<file path="src/rtl/pwp_pkg.sv">
// Shared definitions for the bit-serial subtractor.
// FSM state encoding used by the control path.
package pwp_pkg;

  typedef enum logic [1:0] {
    IDLE  = 2'd0,
    SHIFT = 2'd1,
    DONE  = 2'd2
  } state_t;

endpackage

</file>
<file path="src/rtl/bit_full_subtractor.sv">
// Single-bit full subtractor slice: diff = x - y - bin.
// Combinational; fed by the operand shift-register LSBs.
module bit_full_subtractor (
  input  logic x,
  input  logic y,
  input  logic bin,
  output logic diff,
  output logic bout
);

  assign diff = x ^ y ^ bin;
  assign bout = (~x & y) | (~(x ^ y) & bin);

endmodule

</file>
<file path="src/rtl/n_bit_serial_subtractor.sv">
// Bit-serial N-bit subtractor d = a - b, one bit per clock.
// Optional signed overflow output when SERIAL_SUB_OVF_EN is defined.
module n_bit_serial_subtractor
  import pwp_pkg::*;
#(
  parameter int N = 8
) (
  input  logic         clk,
  input  logic         rst,
  input  logic         in_valid,
  output logic         in_ready,
  input  logic [N-1:0] a,
  input  logic [N-1:0] b,
  output logic         out_valid,
  input  logic         out_ready,
  output logic [N-1:0] d,
  output logic         borrow
`ifdef SERIAL_SUB_OVF_EN
  ,
  output logic         ovf
`endif
);

  localparam int CW = (N > 2) ? $clog2(N) : 1;
  localparam logic [CW-1:0] LAST = CW'(N - 1);

  state_t r_state;
  state_t w_next;

  logic [N-1:0]  r_sa;
  logic [N-1:0]  r_sb;
  logic [N-2:0]  r_res;
  logic          r_br;
  logic [CW-1:0] r_cnt;
  logic [N-1:0]  r_d;
  logic          r_borrow;

  logic          w_diff;
  logic          w_bout;
  logic          w_acc;
  logic          w_last;
  logic [N-1:0]  w_res_next;

  bit_full_subtractor u_bfs (
    .x    (r_sa[0]),
    .y    (r_sb[0]),
    .bin  (r_br),
    .diff (w_diff),
    .bout (w_bout)
  );

  assign w_acc      = in_valid && (r_state == IDLE);
  assign w_last     = (r_state == SHIFT) && (r_cnt == LAST);
  assign w_res_next = {w_diff, r_res};

  always_ff @(posedge clk) begin
    if (rst) begin
      r_state <= IDLE;
    end else begin
      r_state <= w_next;
    end
  end

  always_comb begin
    w_next    = r_state;
    in_ready  = 1'b0;
    out_valid = 1'b0;
    unique case (r_state)
      IDLE: begin
        in_ready = 1'b1;
        if (in_valid) w_next = SHIFT;
      end
      SHIFT: begin
        if (r_cnt == LAST) w_next = DONE;
      end
      DONE: begin
        out_valid = 1'b1;
        if (out_ready) w_next = IDLE;
      end
      default: w_next = IDLE;
    endcase
  end

  always_ff @(posedge clk) begin
    if (rst) begin
      r_sa     <= '0;
      r_sb     <= '0;
      r_res    <= '0;
      r_br     <= 1'b0;
      r_cnt    <= '0;
      r_d      <= '0;
      r_borrow <= 1'b0;
    end else if (w_acc) begin
      r_sa  <= a;
      r_sb  <= b;
      r_res <= '0;
      r_br  <= 1'b0;
      r_cnt <= '0;
    end else if (r_state == SHIFT) begin
      r_sa  <= r_sa >> 1;
      r_sb  <= r_sb >> 1;
      r_res <= w_res_next[N-1:1];
      r_br  <= w_bout;
      r_cnt <= r_cnt + 1'b1;
      // Results only move on entry to DONE so they hold through IDLE
      if (w_last) begin
        r_d      <= w_res_next;
        r_borrow <= w_bout;
      end
    end
  end

  assign d      = r_d;
  assign borrow = r_borrow;

`ifdef SERIAL_SUB_OVF_EN
  logic r_amsb;
  logic r_bmsb;
  logic r_ovf;

  always_ff @(posedge clk) begin
    if (rst) begin
      r_amsb <= 1'b0;
      r_bmsb <= 1'b0;
      r_ovf  <= 1'b0;
    end else if (w_acc) begin
      r_amsb <= a[N-1];
      r_bmsb <= b[N-1];
    end else if (w_last) begin
      r_ovf <= (r_amsb ^ r_bmsb) & (w_diff ^ r_amsb);
    end
  end

  assign ovf = r_ovf;
`endif

endmodule

</file>
<file path="config.mk">
export PLATFORM = sky130hd
export DESIGN_NAME = n_bit_serial_subtractor
export DESIGN_NICKNAME = d
export VERILOG_FILES = /design/src/rtl/pwp_pkg.sv /design/src/rtl/bit_full_subtractor.sv /design/src/rtl/n_bit_serial_subtractor.sv
export SDC_FILE = /design/constraint.sdc
export NUM_CORES = 1
export LEC_CHECK = 0
export BUFFER_PORTS_ARGS = -buffer_cell sky130_fd_sc_hd__buf_2
export CORE_MARGIN = 2
export CORE_UTILIZATION = 25
export CTS_CLUSTER_SIZE = 25
export DETAILED_ROUTE_END_ITERATION = 8
export PLACE_DENSITY_LB_ADDON = 0.12
export SETUP_SLACK_MARGIN = 0.5
export SYNTH_ARGS = -nofsm -noshare
export SYNTH_HDL_FRONTEND = slang
export SYNTH_SLANG_ARGS = --single-unit
</file>
<file path="constraint.sdc">
create_clock -name clk -period 3.6 [get_ports clk]
set_clock_uncertainty 0.15 [all_clocks]
set_input_delay 0.36 -clock clk [delete_from_list [all_inputs] [get_ports clk]]
set_output_delay 0.36 -clock clk [all_outputs]
set_load 0.05 [all_outputs]
</file>
==> metrics <==
outcome finished, final reports clean; post-CTS setup repair buffer count 0; most common cell in the synthesized netlist nand2_1; Cell Area, Placed 1770 um^2; Worst Setup EP d[0]; Multi-input gate area 738 um^2; Avg WL per Cell 12.5 um; leakage power 0.715 nW; Mapped Cells 196; hold_buf cts 0; Setup-failing EPs final 0; placed instance count 288; post-synth top area share 0.476; Worst setup startpoint r_state[0]; clk_lat worst skew 0.29 ns; Netlist Area Pre-Place 1600 um^2; buffer and inverter count on the worst path 1; num ports 31; Final Max Tran Viols 0; RSZ-0062 raised after global routing no; Synth Register Bits 38; Final Hold Viols 0; H-tree Lvls 2; Sequential Area 761 um^2; post-cts resize count 0; Ant. Diodes 0; ys flop type dfxtp_1; Setup CP Type reg -> reg; Warnings, synthesis 0; HPWL Detailed 2410 um; TritonCTS buffer count 5; Pwr Density 485 nW/um^2; Die Height 83.9 um; Max Root-Sink Buffers 2; commonest cells in the netlist 40 x nand2_1, 38 x dfxtp_1, 36 x a21oi_1; reg2reg setup slack 1.42 ns; worst hold path type in -> reg; CP Depth 4; fin crit period 2.18 ns; initial antenna violation count 0; r2r startpoint r_state[0]; f_max 458 MHz; global-route usage over all layers 0.110; GRT overflow 0; Pre-antenna DRT Iters 4; EDFF count, synth 0; fraction of layout cells with a size suffix above 1 0.215; Die Footprint 7050 um^2; synth top area cells dfxtp_1 48%, a21oi_1 11%, nand2_1 9.4%; Sink Count 38; syn_area_per_cell 8.15 um^2; first-pass GRT wire length 6200 um; Final ANT Viol Nets 0; # fillers 700; PortBufs 30; Synth area leader dfxtp_1; Seq/Total Area, Yosys 0.476; Worst Max-Slew Pin Slew 0.947 ns; Max-cap violations 0; CORE AREA 6280 um^2; Reg2Reg Depth 4; Initial Util 0.255; crit path max-delay cell type nor2b_2; CP max FO 24; Critical Path AT 2.25 ns; via count 1334; Post-synth ARST share 0; routed vias/inst 4.51; First DRT Iteration DRCs 50; Routed WL 3690 um; post-route design area 1880 um^2; die width 83.9 um; crit-path leading delay family simple AND/OR/NAND/NOR gates; fin util 0.300; slew margin rel. 0.366; CP peak stage delay 0.85 ns; period utilization 0.607; nets 241; Row Count 29; GP Congestion 0.674; Distinct cells, synth 27; synthesis-to-layout area growth 17.7%; Worst-path clk slew 0.08 ns; Peak supply drop 0.193 mV; final non-filler cell total 296; via count of the first global-routing pass 1281; CTS tree built; CP Cell Sequence nor2b_2 -> buf_4 -> nand3_1 -> a21oi_1; largest net degree at the start of global routing 29; Root Driver clkbuf_8; Post-Syn Nets 219; crit path capture type flip-flop; Setup TNS Final 0 ns; r2r endpoint d[0]; DR DRC count 0; WP data required 3.67 ns; Worst setup SP type flip-flop
## stage by stage
stage               hold slack (ns)  power, mW  setup slack (ns)
global placement              0.293      0.563              1.48
CTS                           0.142      0.925              1.40
global route                  0.154      0.953              1.19
detailed placement            0.295      0.563              1.41
floorplan                     0.286      0.537              1.82
finish                        0.155      0.912              1.42
## per-layer routing
layer  global-route usage  part of all wire
met1                0.158              0.53
met2                0.151              0.41
met3               0.0376             0.045
met4               0.0396             0.017
met5                    0                 0
## sequential cells by signal, indices dropped and copies added (netlist names)
| signal | flops |
|---|---|
| r_state | 2 |
| r_cnt | 3 |
| d | 8 |
| r_sa | 8 |
| borrow | 1 |
| r_res | 7 |
| r_sb | 8 |
| r_br | 1 |
## placed cells by master, fill, tap and decap left out
cell and instances:
nand3_1 10, xnor2_1 1, nand2_1 40, buf_4 2, a21oi_1 36, nor3_1 1, o21a_1 1, buf_2 30
clkbuf_8 5, a311oi_1 1, o221a_2 2, or3b_2 1, nor2_1 20, o21ba_2 1, a311oi_2 1, nand2b_1 4
nand3b_1 1, clkinv_2 2, fa_1 1, nor3b_2 1, or3b_1 1, dfxtp_1 38, a211oi_1 11, bufinv_16 1
ha_1 2, nor2b_1 1, nor2b_2 1, inv_1 3
## where the power goes
group / internal [mW] / switching, mW
Sequential: 0.440 / 0.0132
Combinational: 0.0382 / 0.0604
Clock: 0.204 / 0.157
Total: 0.682 / 0.230
## layout make-up
class	instances	area share
inverter	3	0.00599
multi-input combinational	138	0.393
clock inverter	3	0.0213
timing repair buffer	32	0.0878
tap	77	0.0512
sequential	38	0.405
clock buffer	5	0.0366
## cell families (layout without fill, tap and decap cells)
kind of cell	count (synthesis)	count (layout)	share of synthesized area
adders and majority gates	3	3	0.0282
xor gates and xnor gates	1	1	0.00548
AOI/OAI and AO/OA	53	53	0.204
DFF	38	38	0.476
and+or+nand+nor	81	81	0.222
buffers and inverters	20	43	0.0634
## worst register-to-register path, stage by stage, from the launching register on
cell and delay, ns:
dfxtp_1 0.55, nor2b_2 0.85, buf_4 0.32, nand3_1 0.09
a21oi_1 0.15
## worst min path at each step
stage / from / cells after the start / endpoint / slack, ns
after detailed placement: d[7] / 2 / d[7] / 0.29
after global routing: a[7] / 3 / r_sa[7] / 0.15
final: b[7] / 3 / r_sb[7] / 0.16
after CTS: b[7] / 3 / r_sb[7] / 0.14
after floorplan: r_res[0] / 2 / r_res[0] / 0.29
after global placement: d[6] / 2 / d[6] / 0.29
No activity file was read; power rests on OpenSTA's default activity.
